**config.mk**
```make
export PLATFORM = sky130hd
export DESIGN_NAME = sum_accum_flat
export DESIGN_NICKNAME = d
export VERILOG_FILES = /design/src/rtl/sum_accum_pkg.sv /design/src/rtl/sum_accum_if.sv /design/src/rtl/sum_accum.sv /design/src/flat_wrapper.sv
export SDC_FILE = /design/constraint.sdc
export NUM_CORES = 1
export LEC_CHECK = 0
export ABC_AREA = 1
export BUFFER_PORTS_ARGS = -buffer_cell sky130_fd_sc_hd__buf_2
export CORE_ASPECT_RATIO = 0.6
export CORE_MARGIN = 4
export CORE_UTILIZATION = 56
export DETAILED_ROUTE_END_ITERATION = 12
export GPL_TIMING_DRIVEN = 0
export PLACE_DENSITY = 0.93
export SLEW_MARGIN = 20
export SYNTH_ARGS = -nofsm -noshare
export SYNTH_HDL_FRONTEND = slang
export SYNTH_SLANG_ARGS = --single-unit
```
**constraint.sdc**
```tcl
create_clock -name clk -period 4.1 [get_ports clk]
set_input_delay 0.41 -clock clk [delete_from_list [all_inputs] [get_ports clk]]
set_output_delay 0.41 -clock clk [all_outputs]
set_load 0.03 [all_outputs]
```
**src/rtl/sum_accum_pkg.sv**
```systemverilog
// Shared types and helpers for the sum_accum multi-channel summing accumulator.
// Optional output saturation is enabled by defining SUM_ACCUM_SAT_EN.
package sum_accum_pkg;

   typedef enum logic [1:0] {
      IDLE  = 2'd0,
      ACCUM = 2'd1,
      DONE  = 2'd2
   } state_t;

   // Upper bounds for the packed operand bus and the reduced sum handled by lane_sum.
   localparam int MAX_DATA_W = 1024;
   localparam int MAX_SUM_W  = 64;

   function automatic int result_width(input int width, input int channels, input int beats);
      return width + $clog2(channels) + $clog2(beats);
   endfunction

   // Zero-extends each WIDTH-bit channel of the packed beat and adds them all.
   function automatic logic [MAX_SUM_W-1:0] lane_sum(
      input logic [MAX_DATA_W-1:0] data,
      input int                    width,
      input int                    channels
   );
      logic [MAX_SUM_W-1:0] mask;
      logic [MAX_SUM_W-1:0] lane;
      logic [MAX_SUM_W-1:0] total;
      mask  = (MAX_SUM_W'(1) << width) - MAX_SUM_W'(1);
      total = '0;
      for (int c = 0; c < channels; c++) begin
         lane  = MAX_SUM_W'(data >> (c * width)) & mask;
         total = total + lane;
      end
      return total;
   endfunction

endpackage

```
**src/rtl/sum_accum_if.sv**
```systemverilog
// Valid/ready input and output channels of sum_accum; master drives beats, slave is the block.
interface sum_accum_if
   import sum_accum_pkg::*;
#(
   parameter int WIDTH    = 8,
   parameter int CHANNELS = 4,
   parameter int BEATS    = 4
);
   localparam int OW = result_width(WIDTH, CHANNELS, BEATS);

   logic                      in_valid;
   logic                      in_ready;
   logic [CHANNELS*WIDTH-1:0] in_data;
   logic                      out_valid;
   logic                      out_ready;
   logic [OW-1:0]             out_sum;
   logic                      out_sat;

   modport master (
      output in_valid, in_data, out_ready,
      input  in_ready, out_valid, out_sum, out_sat
   );

   modport slave (
      input  in_valid, in_data, out_ready,
      output in_ready, out_valid, out_sum, out_sat
   );

endinterface

```
**src/rtl/sum_accum.sv**
```systemverilog
// Accumulates BEATS beats of CHANNELS operands each into one result with valid/ready on both sides.
// Define SUM_ACCUM_SAT_EN to clamp the presented result to 2**WIDTH-1 and flag it on out_sat.
module sum_accum
   import sum_accum_pkg::*;
#(
   parameter int WIDTH    = 8,
   parameter int CHANNELS = 4,
   parameter int BEATS    = 4
)(
   input  logic       clk,
   input  logic       rst,
   sum_accum_if.slave bus
);

   localparam int OW = result_width(WIDTH, CHANNELS, BEATS);
   localparam int CW = (BEATS > 1) ? $clog2(BEATS) : 1;

   state_t        state_r;
   state_t        next_state_s;
   logic [OW-1:0] acc_r;
   logic [CW-1:0] count_r;
   logic          accept_s;
   logic          handshake_s;
   logic          last_beat_s;
   logic [OW-1:0] out_sum_s;

   assign bus.in_ready  = (state_r != DONE);
   assign bus.out_valid = (state_r == DONE);
   assign accept_s      = bus.in_valid & bus.in_ready;
   assign handshake_s   = bus.out_valid & bus.out_ready;
   assign last_beat_s   = (count_r == CW'(BEATS - 1));

   // State register.
   always_ff @(posedge clk or posedge rst) begin
      if (rst) begin
         state_r <= IDLE;
      end else begin
         state_r <= next_state_s;
      end
   end

   // Next-state: a beat that completes the group moves to DONE, even straight from IDLE.
   always_comb begin
      next_state_s = state_r;
      case (state_r)
         IDLE: begin
            if (accept_s) begin
               next_state_s = last_beat_s ? DONE : ACCUM;
            end else begin
               next_state_s = IDLE;
            end
         end
         ACCUM: begin
            if (accept_s && last_beat_s) begin
               next_state_s = DONE;
            end else begin
               next_state_s = ACCUM;
            end
         end
         DONE: begin
            if (handshake_s) begin
               next_state_s = IDLE;
            end else begin
               next_state_s = DONE;
            end
         end
         default: next_state_s = IDLE;
      endcase
   end

   // Accumulator and beat counter; the counter wraps on the last beat so it is already clear in DONE.
   always_ff @(posedge clk or posedge rst) begin
      if (rst) begin
         acc_r   <= '0;
         count_r <= '0;
      end else if (accept_s) begin
         acc_r <= acc_r + OW'(lane_sum(MAX_DATA_W'(bus.in_data), WIDTH, CHANNELS));
         if (last_beat_s) begin
            count_r <= '0;
         end else begin
            count_r <= count_r + CW'(1);
         end
      end else if (handshake_s) begin
         acc_r   <= '0;
         count_r <= '0;
      end
   end

`ifdef SUM_ACCUM_SAT_EN
   localparam logic [OW-1:0] SAT_MAX = OW'({WIDTH{1'b1}});

   logic out_sat_s;

   // Result presentation with clamp; acc_r itself keeps full precision.
   always_comb begin
      out_sum_s = '0;
      out_sat_s = 1'b0;
      if (state_r == DONE) begin
         if (acc_r > SAT_MAX) begin
            out_sum_s = SAT_MAX;
            out_sat_s = 1'b1;
         end else begin
            out_sum_s = acc_r;
            out_sat_s = 1'b0;
         end
      end else begin
         out_sum_s = '0;
         out_sat_s = 1'b0;
      end
   end

   assign bus.out_sat = out_sat_s;
`else
   // Result presentation: the full-width accumulator while DONE, zero otherwise.
   always_comb begin
      out_sum_s = '0;
      if (state_r == DONE) begin
         out_sum_s = acc_r;
      end else begin
         out_sum_s = '0;
      end
   end

   assign bus.out_sat = 1'b0;
`endif

   assign bus.out_sum = out_sum_s;

endmodule

```
**src/flat_wrapper.sv**
```systemverilog
// flat-port wrapper written by rule: the top's interface ports become plain ports
module sum_accum_flat import sum_accum_pkg::*;
#(
   parameter int WIDTH    = 8,
   parameter int CHANNELS = 4,
   parameter int BEATS    = 4
)
  (clk, rst, bus_in_valid, bus_in_data, bus_out_ready, bus_in_ready, bus_out_valid, bus_out_sum, bus_out_sat);
  sum_accum_if #(.WIDTH(WIDTH), .CHANNELS(CHANNELS), .BEATS(BEATS)) bus_i ();
  input  logic clk;
  input  logic rst;
  input wire logic [$bits(bus_i.in_valid)-1:0] bus_in_valid;
  input wire logic [$bits(bus_i.in_data)-1:0] bus_in_data;
  input wire logic [$bits(bus_i.out_ready)-1:0] bus_out_ready;
  output wire logic [$bits(bus_i.in_ready)-1:0] bus_in_ready;
  output wire logic [$bits(bus_i.out_valid)-1:0] bus_out_valid;
  output wire logic [$bits(bus_i.out_sum)-1:0] bus_out_sum;
  output wire logic [$bits(bus_i.out_sat)-1:0] bus_out_sat;
  assign bus_i.in_valid = bus_in_valid;
  assign bus_i.in_data = bus_in_data;
  assign bus_i.out_ready = bus_out_ready;
  assign bus_in_ready = bus_i.in_ready;
  assign bus_out_valid = bus_i.out_valid;
  assign bus_out_sum = bus_i.out_sum;
  assign bus_out_sat = bus_i.out_sat;
  sum_accum #(.WIDTH(WIDTH), .CHANNELS(CHANNELS), .BEATS(BEATS)) u_core (.clk(clk), .rst(rst), .bus(bus_i));
endmodule
```
==> results.sh, run 1 <==
export IMPL_totalWireLength_um=4550
export IMPL_slew_viol_final=0
export IMPL_cts_tree="yes"
export IMPL_cp_required_ps=4250
export IMPL_cts_root_buf="clkbuf_8"
export IMPL_core_um2=3380
export IMPL_yosysWarnings=0
export IMPL_crit_path_start="bus_in_data[0]"
export IMPL_synth_cells=270
export IMPL_cts_hold_buf=0
export IMPL_synthesis_area_um2=2040
export IMPL_die_w_um=85.9
export IMPL_route_detailed_drc=0
export IMPL_die_h_um=54.7
export IMPL_cts_resized=0
export IMPL_async_reset_ff_frac=1.00
export IMPL_peakVddDrop_mv=0.651
export IMPL_ys_flop_type="dfrtp_1"
export IMPL_layout_cells_non_filler=368
export IMPL_via_per_inst=4.93
export IMPL_r2r_start="u_core.acc_r[1]$_DFFE_PP0P_"
export IMPL_outcome="completed"
export IMPL_cap_viol_max_count=0
export IMPL_first_pass_iters=4
export IMPL_dp_cells=364
export IMPL_hold_path_class="primary input to async pin"
export IMPL_grt_max_degree=17
export IMPL_clk_latency_ps=250
export IMPL_synth_nets=346
export IMPL_fin_nets=400
export IMPL_syn_area_per_cell_um2=7.55
export IMPL_rsz0062_at_grt="no"
export IMPL_row_count=16
export IMPL_cts_made_buffers=3
export IMPL_hold_viol=0
export IMPL_worst_pin_slew_ps=628
export IMPL_synth_seq_cells=16
export IMPL_vias=1815
export IMPL_io_pins=51
export IMPL_grt_pass1_wl_um=7650
export IMPL_antenna_left=0
export IMPL_cts_path_max_buffers=2
export IMPL_antenna_cells=0
export IMPL_arrival_ps=3670
export IMPL_worstPathMaxFanout=4
export IMPL_drt_iter0_drc=132
export IMPL_finalCritPeriodShare=0.858
export IMPL_clk_pin_slew_worst_paths_ps=70
export IMPL_relSlewSlack=0.581
export IMPL_grt_pass1_vias=1724
export IMPL_synth_edf_count=0
export IMPL_critPathCaptureType="flop"
export IMPL_fin_tns_setup_ps=0
export IMPL_area_growth_synth_to_final_pct=17.5
export IMPL_skew_ps=3.43
export IMPL_io_buffers=49
export IMPL_dp_hpwl_um=3960
export IMPL_post_cts_buffers=0
export IMPL_drive_above_1_share=0.201
export IMPL_timing_fmax_mhz=284
export IMPL_p_leak_nw=1.48
export IMPL_grt_overflow_total=0
export IMPL_wire_per_inst_um=12.4
export IMPL_die_area_um2=4700
export IMPL_synth_seq_area_share=0.196
export IMPL_htree_levels=1
export IMPL_cellPowerDensity_nw_per_um2=735
export IMPL_cp_start_kind="primary input"
export IMPL_fin_crit_ps=3520
export IMPL_track_usage=0.212
export IMPL_gp_congestion=0.831
export IMPL_synth_distinct_cells=33
export IMPL_antenna_found_initial=0
export IMPL_start_util=0.603
export IMPL_finalSetupViolations=0
export IMPL_cts_num_sinks=16
export IMPL_critical_path_class="primary input to flop"
cells in the mapped netlist, types with 3 or more instances:
| cell | number | share of area |
|---|---|---|
| a21oi_1 | 10 | 0.025 |
| dfrtp_1 | 16 | 0.20 |
| fa_1 | 17 | 0.17 |
| ha_1 | 23 | 0.14 |
| inv_1 | 66 | 0.12 |
| nand2_1 | 56 | 0.10 |
| nand3_1 | 14 | 0.034 |
| nand4_1 | 3 | 0.0092 |
| nor2_1 | 25 | 0.046 |
| o21ai_0 | 3 | 0.0074 |
| o22ai_1 | 4 | 0.012 |
| xnor2_1 | 3 | 0.013 |
| xor2_1 | 5 | 0.021 |
cells in the final DEF, fill, tap and decap left out:
cell and count:
a22o_1 1, a21oi_1 10, o21ai_0 3, inv_1 66, nor2_8 1, fa_1 17, conb_1 1, o31ai_1 1
o211ai_1 1, buf_2 50, nand3b_1 2, clkbuf_8 4, o21bai_1 1, buf_4 1, o21ai_1 2, nand2_1 56
nand3_1 14, a31oi_1 1, nand3_2 1, a21oi_2 1, inv_6 1, nand2_8 2, dfrtp_1 16, xor2_1 5
nor2_1 25, inv_2 2, o22ai_1 4, o32ai_1 1, ha_1 23, xnor2_1 3, inv_4 1, a21o_1 2
nand4_1 3, nand2_2 1
routing by layer:
layer / up-vias / part of all wire / GRT usage
li1: 937 / - / -
met5: - / 0 / 0
met2: 66 / 0.45 / 0.348
met3: 7 / 0.075 / 0.0406
met4: 0 / 0.011 / 0.0447
met1: 805 / 0.46 / 0.294
worst max-delay path, stage by stage:
cell and delay [ps]:
buf_2 80, ha_1 160, inv_1 60, fa_1 390, inv_1 100, nand4_1 100
o211ai_1 170, xor2_1 130, fa_1 500, inv_1 50, fa_1 490, inv_1 40
ha_1 330, a21oi_1 210, nor2_1 70, nor2_1 140, nand3b_1 90, nand3_1 90
nand2_1 50
state kept, by name (all words and copies together), names as in the netlist:
signal,cells
u_core.count_r,2
u_core.acc_r,12
u_core.state_r,2
report_power, final:
| group | leakage [nW] | switching (mW) | internal [mW] |
|---|---|---|---|
| clock network | 0.0288 | 0.0580 | 0.0854 |
| registers | 0.194 | 0.0490 | 0.239 |
| logic | 1.25 | 0.835 | 0.494 |
stage by stage:
step	instance area (µm²)	hold slack, ps	util	power [mW]	setup WS, ps
after global routing	2400	295	0.708	1.98	265
after CTS	2400	237	0.708	1.75	592
after global placement	2340	465	0.692	1.52	364
after detailed placement	2340	468	0.692	1.60	318
after floorplan	2040	324	-	1.31	719
final	2400	226	0.708	1.76	582
kinds of logic after synthesis:
logic type                 Yosys count  share of synthesized area
AOI/OAI and AO/OA                   28                     0.0834
xor gates and xnor gates             8                     0.0344
adders and majority gates           40                      0.308
buffers and inverters               72                      0.139
DFF                                 16                      0.196
other                                1                    0.00184
and+or+nand+nor                    105                      0.237
area by class of cell:
class,count,area [µm²]
Multi-Input combinational cell,182,1360
Inverter,70,270
Sequential cell,16,400
Timing Repair Buffer,49,245
Fill cell,305,987
Buffer,2,12.5
Clock buffer,4,55.1
Tap cell,45,56.3
path summary, 6_finish.rpt:
check	endpoint	slack [ps]	cells after the start
max reg2reg	u_core.acc_r[11]$_DFFE_PP0P_	1780	11
max	u_core.acc_r[9]$_DFFE_PP0P_	580	19
min reg2reg	u_core.state_r[0]$_DFF_PP0_	480	1
min in group clk	u_core.state_r[1]$_DFF_PP0_	360	2
min	u_core.acc_r[6]$_DFFE_PP0P_	230	2
max in group asynchronous	u_core.acc_r[5]$_DFFE_PP0P_	3470	2
No activity file was read; power rests on OpenSTA's default activity.
==> run 2: changes to the inputs <==
--- a/config.mk
+++ b/config.mk
@@ -9,10 +9,10 @@
 export BUFFER_PORTS_ARGS = -buffer_cell sky130_fd_sc_hd__buf_2
 export CORE_ASPECT_RATIO = 0.6
 export CORE_MARGIN = 4
-export CORE_UTILIZATION = 56
+export CORE_UTILIZATION = 54
 export DETAILED_ROUTE_END_ITERATION = 12
 export GPL_TIMING_DRIVEN = 0
-export PLACE_DENSITY = 0.93
+export PLACE_DENSITY = 0.91
 export SLEW_MARGIN = 20
 export SYNTH_ARGS = -nofsm -noshare
 export SYNTH_HDL_FRONTEND = slang
==> constraint.sdc (replaced) <==
create_clock -name clk -period 3.35 [get_ports clk]
set_input_delay 0.335 -clock clk [delete_from_list [all_inputs] [get_ports clk]]
set_output_delay 0.335 -clock clk [all_outputs]
set_load 0.03 [all_outputs]
==> run 2 against run 1 <==
Global-route usage decreased by 2.5 points. Clock skew grew 2.6 ps. Final cell count rose by 0.82%. First-iteration DRC count decreased by 39%. Combinational power grew 53%. Clock power hardly changed. Via count grew 3.4%. Die area grew 3.3%. Critical path depth up 2. Count of clock-buffer cells in the layout is 1 lower. Setup slack worse by 490 ps. Total power up 44%. Critical path type unchanged. Critical endpoint is now u_core.acc_r[11]$_DFFE_PP0P_.
==> results.sh, run 2 (same netlist as run 1, synthesis figures left out) <==
export IMPL_outcome="completed"
export IMPL_layout_common_cells="57 x inv_1, 50 x nand2_1, 48 x buf_2, 23 x nor2_1"
export IMPL_r2r_start="u_core.acc_r[1]$_DFFE_PP0P_"
export IMPL_critical_path_buf_inv_count=5
export IMPL_antenna_cells=0
export IMPL_cts_num_sinks=16
export IMPL_cap_viol_max_count=0
export IMPL_cts_made_buffers=3
export IMPL_fin_nets=404
export IMPL_rsz0062_at_grt="yes"
export IMPL_cts_root_buf="clkbuf_8"
export IMPL_cts_tree="yes"
export IMPL_cts_path_max_buffers=2
export IMPL_final_common_cell="inv_1"
export IMPL_reg_largest_list="u_core.acc_r x12, u_core.count_r x2, u_core.state_r x2"
export IMPL_drt_iter0_drc=81
export IMPL_cp_start_kind="primary input"
export IMPL_track_usage=0.187
export IMPL_finalSetupViolations=0
export IMPL_cp_required_ps=3500
export IMPL_grt_pass1_vias=1694
export IMPL_finalCritPeriodShare=0.972
export IMPL_die_area_um2=4860
export IMPL_skew_ps=6.08
export IMPL_wire_per_inst_um=12.9
export IMPL_arrival_ps=3410
export IMPL_die_w_um=87.3
export IMPL_cellPowerDensity_nw_per_um2=981
export IMPL_critPathCaptureType="flop"
export IMPL_worst_pin_slew_ps=625
export IMPL_first_pass_iters=4
export IMPL_crit_path_frequent_cell="nand2_1"
export IMPL_row_count=16
export IMPL_hold_path_class="primary input to async pin"
export IMPL_start_util=0.592
export IMPL_rr_worst_depth=12
export IMPL_worstPathMaxFanout=5
export IMPL_relSlewSlack=0.583
export IMPL_drive_above_1_share=0.310
export IMPL_peakVddDrop_mv=0.692
export IMPL_via_per_inst=5.06
export IMPL_vias=1876
export IMPL_crit_family="adder cells"
export IMPL_fill_cells=255
export IMPL_timing_fmax_mhz=307
export IMPL_gp_congestion=0.855
export IMPL_r2r_slack_ps=1070
export IMPL_power_total_mw=2.54
export IMPL_grt_max_degree=17
export IMPL_timing_rr_end="u_core.acc_r[11]$_DFFE_PP0P_"
export IMPL_io_buffers=49
export IMPL_area_growth_synth_to_final_pct=26.9
export IMPL_crit_path_start="bus_in_data[5]"
export IMPL_totalWireLength_um=4780
export IMPL_antenna_found_initial=0
export IMPL_holdWs_ps=152
export IMPL_io_pins=51
export IMPL_route_detailed_drc=0
export IMPL_clk_latency_ps=260
export IMPL_layout_cells_non_filler=371
export IMPL_core_um2=3440
export IMPL_slew_viol_final=0
export IMPL_utilization=0.752
export IMPL_largest_reg_flops=12
export IMPL_p_leak_nw=1.49
export IMPL_die_h_um=55.6
export IMPL_htree_levels=1
export IMPL_dp_hpwl_um=3680
export IMPL_dp_cells=364
export IMPL_antenna_left=0
export IMPL_grt_pass1_wl_um=7370
export IMPL_clk_pin_slew_worst_paths_ps=60
export IMPL_fin_crit_ps=3260
export IMPL_crit_slowest_cell="fa_1"
export IMPL_max_stage_delay_ps=540
export IMPL_hold_viol=0
export IMPL_critical_path_class="primary input to flop"
export IMPL_path_cells="buf_2, ha_1, nand2_1, inv_1, nand4_1, o211ai_1, xor2_1, fa_1, inv_2, fa_1, inv_2, ha_4, nand2_4, inv_2, nand3_2, nand2_2, nand2_1, nand2_1, nand2_1, nand2_1, nand2_1"
export IMPL_largest_register="u_core.acc_r"
export IMPL_grt_overflow_total=0
## run 2: worst max path at each step
stage / end / slack (ps) / cells past startpoint
global placement: u_core.acc_r[9]$_DFFE_PP0P_ / -300 / 19
CTS: u_core.acc_r[11]$_DFFE_PP0P_ / 4 / 21
floorplan: u_core.acc_r[10]$_DFFE_PP0P_ / 40 / 19
detailed placement: u_core.acc_r[9]$_DFFE_PP0P_ / -350 / 19
finish: u_core.acc_r[11]$_DFFE_PP0P_ / 90 / 21
global route: u_core.acc_r[10]$_DFFE_PP0P_ / -80 / 21
## run 2: power by group
group,total [mW],internal (mW),switching [mW]
Clock,0.145,0.0799,0.0655
Combinational,2.04,0.827,1.21
Sequential,0.356,0.293,0.0623
## run 2: metrics by stage
stage	setup slack [ps]	cell area [µm²]	setup TNS (ps)
after floorplan	43.8	2040	0
after global placement	-298	2340	-1410
after detailed placement	-353	2340	-1890
after CTS	3.55	2420	0
after global routing	-79.5	2590	-152
final	92.2	2590	0
## run 2: worst reg2reg max path: cells and delay by family, from the launching register on
kind,cells,cell delay (ps)
flip-flops,1,400
adder cells (fa/ha/maj),3,1110
AND/OR/NAND/NOR,9,710
## run 2: final cells by class
cell class                      instances  area (µm²)  share of cell area
Buffer                                  2        12.5             0.00483
Clock buffer                            3        41.3              0.0159
Inverter                               70         270               0.104
Multi-Input combinational cell        182        1520               0.587
Sequential cell                        16         400               0.155
Tap cell                               45        56.3              0.0217
Timing Repair Buffer                   53         288               0.111
## run 2: metal layers
layer	vias to the layer above	part of all wire	global-route usage
met1	860	0.46	0.276
met2	71	0.46	0.278
li1	940	-	-
met4	0	0.0084	0.0350
met5	-	0	0
met3	5	0.073	0.0444
## run 2: what timing repair did
item	in CTS	in global routing
gates resized for setup	4	38
endpoints found under the setup margin	4	7
hold buffers	0	0
endpoints found under the hold margin	0	0
buffers inserted	2	2
pin swaps	2	16
